## src/rtl/sched_mac_filtros_pkg.sv

```systemverilog
// Shared constants for the equalizer MAC scheduler: stage indices, FSM encoding
// and default sizing.
package sched_mac_filtros_pkg;

  localparam int N_STAGES_DEF = 6;
  localparam int N_TAPS_DEF   = 5;
  localparam int SEL_W_DEF    = 4;

  localparam logic [2:0] ST_LP200 = 3'd0;
  localparam logic [2:0] ST_LP5K  = 3'd1;
  localparam logic [2:0] ST_LP20K = 3'd2;
  localparam logic [2:0] ST_HP20  = 3'd3;
  localparam logic [2:0] ST_HP200 = 3'd4;
  localparam logic [2:0] ST_HP5K  = 3'd5;

  localparam logic [2:0] S_IDLE = 3'd0;
  localparam logic [2:0] S_CLR  = 3'd1;
  localparam logic [2:0] S_MAC  = 3'd2;
  localparam logic [2:0] S_CAPT = 3'd3;
  localparam logic [2:0] S_DESP = 3'd4;

endpackage

```

## src/rtl/sched_mac_filtros_busca_etapa.sv

```systemverilog
// Priority finder: lowest enabled stage strictly above 'actual', or the lowest
// enabled stage overall when desde_inicio is set (index -1 at frame start).
module busca_etapa #(
  parameter int N_STAGES = 6
) (
  input  logic [N_STAGES-1:0] en,
  input  logic                desde_inicio,
  input  logic [2:0]          actual,
  output logic [2:0]          siguiente,
  output logic                valido
);

  always_comb begin
    siguiente = '0;
    valido    = 1'b0;
    // Descending scan so the lowest qualifying index is the one that sticks.
    for (int i = N_STAGES - 1; i >= 0; i--) begin
      if (en[i] && (desde_inicio || (3'(i) > actual))) begin
        siguiente = 3'(i);
        valido    = 1'b1;
      end
    end
  end

endmodule

```

## src/rtl/sched_mac_filtros.sv

```systemverilog
// Per-sample scheduler for the six equalizer stages: CLR, N_TAPS x MAC, CAPT,
// DESP for every enabled stage in ascending order, with one-deep sample pending.
module sched_mac_filtros
  import sched_mac_filtros_pkg::*;
#(
  parameter int N_STAGES = N_STAGES_DEF,
  parameter int N_TAPS   = N_TAPS_DEF,
  parameter int SEL_W    = SEL_W_DEF
) (
  input  logic                clk,
  input  logic                rst,
  input  logic                muestra_lista,
  input  logic [N_STAGES-1:0] stage_en,
  input  logic                clr_overrun,
  output logic [2:0]          stage_id,
  output logic                rst_acum,
  output logic                leer,
  output logic [SEL_W-1:0]    sel,
  output logic                leer_y,
  output logic                desp,
  output logic [N_STAGES-1:0] stage_done,
  output logic                ocupado,
  output logic                trama_lista,
  output logic                overrun,
  output logic [2:0]          estado_dbg
);

  logic [2:0]          estado;
  logic [2:0]          stage_q;
  logic [N_STAGES-1:0] en_lat;
  logic [SEL_W-1:0]    tap;
  logic                pend;
  logic                overrun_q;
  logic                trama_vacia;

  logic [2:0] ini_idx, sig_idx;
  logic       ini_ok, sig_ok;
  logic       final_desp;

  busca_etapa #(.N_STAGES(N_STAGES)) u_ini (
    .en(stage_en), .desde_inicio(1'b1), .actual(3'd0),
    .siguiente(ini_idx), .valido(ini_ok)
  );

  busca_etapa #(.N_STAGES(N_STAGES)) u_sig (
    .en(en_lat), .desde_inicio(1'b0), .actual(stage_q),
    .siguiente(sig_idx), .valido(sig_ok)
  );

  assign final_desp = (estado == S_DESP) && !sig_ok;

  always_ff @(posedge clk or negedge rst) begin
    if (!rst) begin
      estado      <= S_IDLE;
      stage_q     <= '0;
      en_lat      <= '0;
      tap         <= '0;
      pend        <= 1'b0;
      overrun_q   <= 1'b0;
      trama_vacia <= 1'b0;
    end else begin
      trama_vacia <= 1'b0;
      case (estado)
        S_IDLE: begin
          if (muestra_lista) begin
            en_lat <= stage_en;
            if (ini_ok) begin
              stage_q <= ini_idx;
              estado  <= S_CLR;
            end else begin
              trama_vacia <= 1'b1;
            end
          end
        end
        S_CLR: begin
          tap    <= '0;
          estado <= S_MAC;
        end
        S_MAC: begin
          if (tap == SEL_W'(N_TAPS - 1)) estado <= S_CAPT;
          else                           tap    <= tap + 1'b1;
        end
        S_CAPT: estado <= S_DESP;
        S_DESP: begin
          if (sig_ok) begin
            stage_q <= sig_idx;
            estado  <= S_CLR;
          end else if (pend || muestra_lista) begin
            // Back-to-back frame: relatch the mask and skip the IDLE cycle.
            en_lat <= stage_en;
            if (ini_ok) begin
              stage_q <= ini_idx;
              estado  <= S_CLR;
            end else begin
              trama_vacia <= 1'b1;
              estado      <= S_IDLE;
            end
          end else begin
            estado <= S_IDLE;
          end
        end
        default: estado <= S_IDLE;
      endcase

      // One sample can wait; a second one arriving while waiting is lost.
      if (ocupado && muestra_lista && !final_desp && !pend) pend <= 1'b1;
      else if (final_desp && pend && !muestra_lista)        pend <= 1'b0;

      if (ocupado && muestra_lista && pend && !final_desp) overrun_q <= 1'b1;
      else if (clr_overrun)                                overrun_q <= 1'b0;
    end
  end

  assign ocupado     = (estado != S_IDLE);
  assign stage_id    = stage_q;
  assign rst_acum    = (estado == S_CLR);
  assign leer        = (estado == S_MAC);
  assign sel         = (estado == S_MAC) ? tap : '0;
  assign leer_y      = (estado == S_CAPT);
  assign desp        = (estado == S_DESP);
  assign stage_done  = (estado == S_DESP) ? (N_STAGES'(1) << stage_q) : '0;
  assign trama_lista = final_desp || trama_vacia;
  assign overrun     = overrun_q;
  assign estado_dbg  = estado;

endmodule

```

## config.mk

```make
export PLATFORM = sky130hd
export DESIGN_NAME = sched_mac_filtros
export DESIGN_NICKNAME = d
export VERILOG_FILES = /design/src/rtl/sched_mac_filtros_pkg.sv /design/src/rtl/sched_mac_filtros_busca_etapa.sv /design/src/rtl/sched_mac_filtros.sv
export SDC_FILE = /design/constraint.sdc
export NUM_CORES = 1
export LEC_CHECK = 0
export ABC_AREA = 1
export BUFFER_PORTS_ARGS = -buffer_cell sky130_fd_sc_hd__clkbuf_2
export CORE_MARGIN = 2
export CORE_UTILIZATION = 23
export DETAILED_ROUTE_END_ITERATION = 16
export GPL_ROUTABILITY_DRIVEN = 0
export SLEW_MARGIN = 40
export SYNTH_ARGS = -nofsm -noshare
export SYNTH_HDL_FRONTEND = slang
export SYNTH_SLANG_ARGS = --single-unit
```

## constraint.sdc

```tcl
create_clock -name clk -period 1.97 [get_ports clk]
set_input_delay 0.2955 -clock clk [delete_from_list [all_inputs] [get_ports clk]]
set_output_delay 0.2955 -clock clk [all_outputs]
set_load 0.03 [all_outputs]
```

==> results.ini, run 1 <==
[die]
start_util_pct = 23.8
fp.dieH_um = 76.7
core_um2 = 5110
rows = 26
dieArea_um2 = 5880
ios = 33
die_w_um = 76.7

[timing]
hold_viol = 0
setup_viol_count_final = 0
tightest_slew_ns = 0.489
maxSlewViolCount = 0
post-route-period-util_pct = 93.2
max_slew_margin_pct = 67.4
rsz0062_at_grt = false
fmax_mhz = 544
clock_skew_ns = 0.00507
period_needed_ns = 1.84
fin_ws_ns = 0.133

[power]
leakage_nw = 0.819
p_comb_share_pct = 58.5
p_sw_mw = 1.30
seqPwrFrac_pct = 28.8
p_per_area_nw_per_um2 = 1580
p_int_mw = 1.16
p_clk_share_pct = 12.6
irDropWorstVdd_v = 0.000793
p_sw_share_pct = 52.9

[hold_path]
min-delay-start = clr_overrun
hp-class = in -> reg
hold_path_depth = 2
min_to = overrun

[final_layout]
diodes = 0
design_area_um2 = 1550
fillerInstances = 574
syn2layout_area_growth_pct = 27.7
seq_area_um2 = 454
final_util_pct = 30.4
fin_nets = 221
multiInputGateArea_um2 = 644
final_layout_size_suffix_gt1_share_pct = 34.6

[critical_path]
rrSetupSlack_ns = 0.49
r2r_start = estado_dbg[2]
path_common_cell = nand2_1
startpoint = stage_id[2]
worstSetupPathType = reg -> out
cp.required_ns = 1.67
worstSetupStartpointType = flop
cp_max_fo = 8
slowest_stage = dfrtp_2
cp-end-kind = output port
r2r-end = tap[2]
cp.arrival_ns = 1.54
slowest_delay_ns = 0.47
rr_worst_depth = 8
cp_cell_sequence = buf_4 > nand2_4 > nand2_1 > nand2_1 > nor2_4 > nand2_1 > nand2_1 > buf_4

[place]
dp_hpwl_um = 2200
place_ws_ns = 0.190
placed_area_um2 = 1440
numPortBuffers = 32

[synth]
synth_warnings = 0
async_reset_ff_share_pct = 100
ys_types = 24
synth_ff_type = dfrtp_1
synth_area_um2 = 1210
seq_area_frac_synth_pct = 37.1
syn_area_per_cell_um2 = 7.15
synth_enable_flop_cells = 0
synthCells = 170
synth_seq_cells = 18
syn_nets = 182

[global_route]
grt_max_degree = 19
grt_use_total_pct = 10.5
grt_pass1_vias = 1153
gr-total-overflow = 0
antenna_found_initial = 0
grt_pass1_wl_um = 5090

[route]
wl_per_cell_um = 9.81
routed-wl-met3_um = 119
viasPerCell = 4.15
antenna_left = 0
top_layer = met4
drt-total-wl_um = 2730
drt-met1-wl_um = 1370
vias = 1154
drc_errors = 0
wl_met2_um = 1210
drtPass1Iterations = 4
drt_iter0_drc = 56

[cts]
cts_sinks = 18
numCtsBuffers = 3
cts_root_buf = clkbuf_8
clock_latency_ns = 0.26
tritoncts = yes
cts.path.max_buffers = 2
clk_pin_slew_worst_paths_ns = 0.07
htreeDepth = 1

[outcome]
status = completed

[flow_run]
cap_violations = 0

## kinds of logic after synthesis
group / count (synthesis) / share of synthesized area, %
and+or+nand+nor: 98 / 38.1
buffers and inverters: 31 / 11.3
AOI/OAI and AO/OA: 21 / 11.4
DFF: 18 / 37.1
adders and majority gates: 2 / 2.06
## power by group through the flow
| stage | combinational, mW | sequential, mW | clock [mW] |
|---|---|---|---|
| 4_1_cts | 1.37 | 0.707 | 0.328 |
| 3_5_place_dp | 1.36 | 0.708 | 0 |
| 2_1_floorplan | 1.02 | 0.775 | 0 |
| 5_1_grt | 1.62 | 0.735 | 0.350 |
| 6_report | 1.44 | 0.708 | 0.311 |
| 3_3_place_gp | 1.36 | 0.701 | 0 |
## synthesized netlist by cell type (2+ instances only)
master,count,area (µm²)
a21oi_1,3,15.0
buf_6,2,22.5
dfrtp_1,18,450
ha_1,2,25.0
inv_1,19,71.3
inv_2,7,26.3
inv_4,2,12.5
nand2_1,45,169
nand2_2,4,25.0
nand2_4,3,33.8
nand3_1,11,55.1
nand3_2,2,20.0
nor2_1,20,75.1
nor2_2,3,18.8
nor3_1,6,30.0
nor4_1,3,18.8
o21ai_0,9,45.0
o21ai_2,5,43.8
## critical path: cells and delay by family, from the launching register on
kind	cells	cell delay, ns
and+or+nand+nor	6	0.51
DFF	1	0.47
buffers and inverters	2	0.31
## how the worst max path moves through the flow
stage,endpoint,cells past startpoint
6_report,trama_lista,8
5_1_grt,trama_lista,9
4_1_cts,trama_lista,7
3_5_place_dp,trama_lista,7
3_3_place_gp,trama_lista,7
2_1_floorplan,stage_done[1],3
## routing by layer
layer	up-vias	global-route usage (%)
met5	-	0
met4	0	3.27
met3	3	2.35
met2	25	16.6
met1	513	14.1
li1	613	-
## layout make-up
| cell class | count | area share [%] |
|---|---|---|
| timing repair buffer | 36 | 12.6 |
| clock buffer | 4 | 3.55 |
| tap | 70 | 5.65 |
| multi-input combinational | 121 | 41.5 |
| sequential | 18 | 29.3 |
| inverter | 29 | 7.42 |
## sequential cells by signal (all words and copies together) (netlist names)
signal       cells
estado_dbg       3
en_lat           5
tap              4
pend             1
stage_id         3
overrun          1
trama_vacia      1
## through the flow
| step | power (mW) | TNS [ns] | hold slack (ns) | instances |
|---|---|---|---|---|
| floorplan | 1.79 | -0.435 | -0.0000911 | 170 |
| global placement | 2.06 | 0 | 0.282 | 270 |
| detailed placement | 2.07 | 0 | 0.285 | 270 |
| CTS | 2.41 | 0 | 0.220 | 275 |
| global route | 2.71 | 0 | 0.213 | 278 |
| finish | 2.46 | 0 | 0.222 | 278 |
## what timing repair did
action	4_1_cts	5_1_grt
endpoints found under the setup margin	1	5
gates resized for setup	3	7
pin swaps	0	1
endpoints found under the hold margin	10	0
setup buffers	0	3
hold buffers	1	0
## placed cells by master (no fill, tap or decap), types with 2 or more instances in the layout
cell type / n
nand2_2: 3
nor2_4: 2
ha_1: 2
nand2_1: 45
nor3_1: 6
nand2_4: 4
o21ai_0: 9
nor2_1: 19
nand3_1: 11
inv_2: 7
inv_4: 2
nor2_2: 2
dfrtp_1: 15
nand3_2: 2
o21ai_2: 5
clkbuf_2: 31
a21oi_1: 3
inv_1: 19
dfrtp_2: 3
clkbuf_8: 4
nor4_1: 3
buf_4: 4
(Power assumes the default switching activity.)
==> run 2: changes to the inputs <==
CTS_BUF_LIST = sky130_fd_sc_hd__clkbuf_16   (was default)
==> results.ini, run 2 (synthesis gave the netlist of run 1 again) <==
[die]
rows = 26  ; unchanged
core_um2 = 5110  ; unchanged
die_w_um = 76.7  ; unchanged
fp.dieH_um = 76.7  ; unchanged
dieArea_um2 = 5880  ; unchanged
start_util_pct = 23.8  ; unchanged
ios = 33  ; unchanged

[hold_path]
hp-class = in -> async

[final_layout]
syn2layout_area_growth_pct = 28.4
final_layout_size_suffix_gt1_share_pct = 34.3  ; -0.32 points
top_register = en_lat
largest_reg_flops = 5  ; unchanged
seq_area_um2 = 454  ; unchanged
final_util_pct = 30.5  ; +0.17 points
final_common_cell = nand2_1
diodes = 0  ; unchanged
fillerInstances = 569  ; -0.87%
layout_common_cells = 45 x nand2_1, 31 x clkbuf_2, 19 x inv_1, 19 x nor2_1, 15 x dfrtp_1
top_regs = en_lat x5, tap x4
finalNonFillerCells = 277  ; -0.36%
multiInputGateArea_um2 = 639  ; -0.78%
fin_nets = 220  ; -0.45%

[timing]
hold_viol = 1  ; +1
period_needed_ns = 1.84  ; +0.00359 ns
max_slew_margin_pct = 67.3  ; -0.082 points
clock_skew_ns = 0.00289  ; -0.00218 ns
maxSlewViolCount = 0  ; unchanged
worst_hold_slack_ns = -0.0000781  ; -0.222 ns
rsz0062_at_grt = false
tightest_slew_ns = 0.490  ; +0.00122 ns
fmax_mhz = 543  ; -0.20%
post-route-period-util_pct = 93.4  ; +0.18 points
setup_viol_count_final = 0  ; unchanged

[cts]
clk_pin_slew_worst_paths_ns = 0.05  ; -0.02 ns
tritoncts = yes
cts.path.max_buffers = 2  ; unchanged
clock_latency_ns = 0.25  ; about the same
cts_root_buf = clkbuf_16
cts_sinks = 18  ; unchanged
htreeDepth = 1  ; unchanged
numCtsBuffers = 3  ; unchanged

[global_route]
grt_use_total_pct = 10.2  ; -0.30 points
gr-total-overflow = 0  ; unchanged
grt_pass1_wl_um = 5050  ; -0.82%
grt_pass1_vias = 1137  ; -1.4%
grt_max_degree = 19  ; unchanged
antenna_found_initial = 0  ; unchanged

[critical_path]
cp.required_ns = 1.67  ; about the same
cp.arrival_ns = 1.54  ; about the same
worstSetupPathType = reg -> out
cp_max_fo = 8  ; unchanged
slowest_stage = dfrtp_2
cp_top_family = simple AND/OR/NAND/NOR gates
cp-end-kind = output port
worstSetupStartpointType = flop
cp_cell_sequence = buf_4 > nand2_4 > nand2_1 > nand2_1 > nor2_4 > nand2_1 > nand2_1 > clkbuf_4
path_common_cell = nand2_1
slowest_delay_ns = 0.46  ; about the same
path_buf_inv = 2  ; unchanged

[outcome]
status = finished with violations
violations = hold timing

[route]
drtPass1Iterations = 4  ; unchanged
antenna_left = 0  ; unchanged
drt-total-wl_um = 2740  ; +0.29%
drc_errors = 0  ; unchanged
viasPerCell = 4.15  ; about the same
vias = 1149  ; -0.43%
wl_per_cell_um = 9.88  ; +0.66%
drt_iter0_drc = 63  ; +13%

[power]
p_sw_share_pct = 51.0  ; -1.8 points
leakage_nw = 0.815  ; -0.52%
p_clk_share_pct = 16.1  ; +3.5 points
p_int_mw = 1.25  ; +7.7%
p_sw_mw = 1.30  ; about the same
seqPwrFrac_pct = 27.7  ; -1.1 points
irDropWorstVdd_v = 0.000664  ; -16%
p_per_area_nw_per_um2 = 1630  ; +3.1%
p_comb_share_pct = 56.2  ; -2.3 points

[place]
numPortBuffers = 32  ; unchanged
dp_cells = 270  ; unchanged
dp_hpwl_um = 2200  ; unchanged

[flow_run]
cap_violations = 0  ; unchanged

-- run 2: path summary, 6_finish.rpt --
kind                          startpoint     endpoint  slack, ns  depth (start not counted)
setup / recovery             stage_id[2]  trama_lista       0.13                          8
hold / removal                       rst    en_lat[3]   -0.00008                          1
setup reg to reg           estado_dbg[2]       tap[2]       0.51                          8
hold reg to reg                en_lat[4]    en_lat[4]       0.49                          2
max in group asynchronous            rst  stage_id[0]       1.61                          1
min in group clk             clr_overrun      overrun       0.23                          2
-- run 2: cell type report --
| type | count | area share (%) |
|---|---|---|
| tap | 70 | 5.61 |
| clock buffer | 3 | 4.81 |
| multi-input combinational | 121 | 41.0 |
| clock inverter | 1 | 0.241 |
| timing repair buffer | 35 | 11.9 |
| sequential | 18 | 29.1 |
| inverter | 29 | 7.38 |
-- run 2: power groups by stage --
stage               registers [mW]  clock network, mW  logic (mW)
global placement             0.701                  0        1.36
global route                 0.733              0.443        1.61
finish                       0.706              0.411        1.43
floorplan                    0.775                  0        1.02
detailed placement           0.708                  0        1.36
CTS                          0.706              0.424        1.37
-- run 2: what timing repair did --
item / 4_1_cts / 5_1_grt
buffers inserted: 0 / 3
gates resized for setup: 2 / 6
setup endpoints to repair: 1 / 5
hold buffers: 0 / 0
pin swaps: 0 / 1
-- run 2: per-layer routing --
| metal | vias to the layer above | wire length [µm] | GRT usage, % |
|---|---|---|---|
| li1 | 610 | - | - |
| met4 | 0 | 0 | 2.18 |
| met3 | 0 | 123 | 2.00 |
| met2 | 27 | 1230 | 16.7 |
| met1 | 512 | 1380 | 13.8 |
| met5 | - | 0 | 0 |
-- run 2: through the flow --
| stage | setup WS, ns | total power, mW | cell area [µm²] | hold slack [ns] | setup TNS [ns] |
|---|---|---|---|---|---|
| floorplan | -0.145 | 1.79 | 1210 | -0.0000911 | -0.435 |
| global placement | 0.217 | 2.06 | 1440 | 0.282 | 0 |
| detailed placement | 0.190 | 2.07 | 1440 | 0.285 | 0 |
| CTS | 0.00712 | 2.50 | 1520 | 0.0201 | 0 |
| global route | 0.00576 | 2.79 | 1560 | 0.0374 | 0 |
| finish | 0.130 | 2.55 | 1560 | -0.0000781 | 0 |
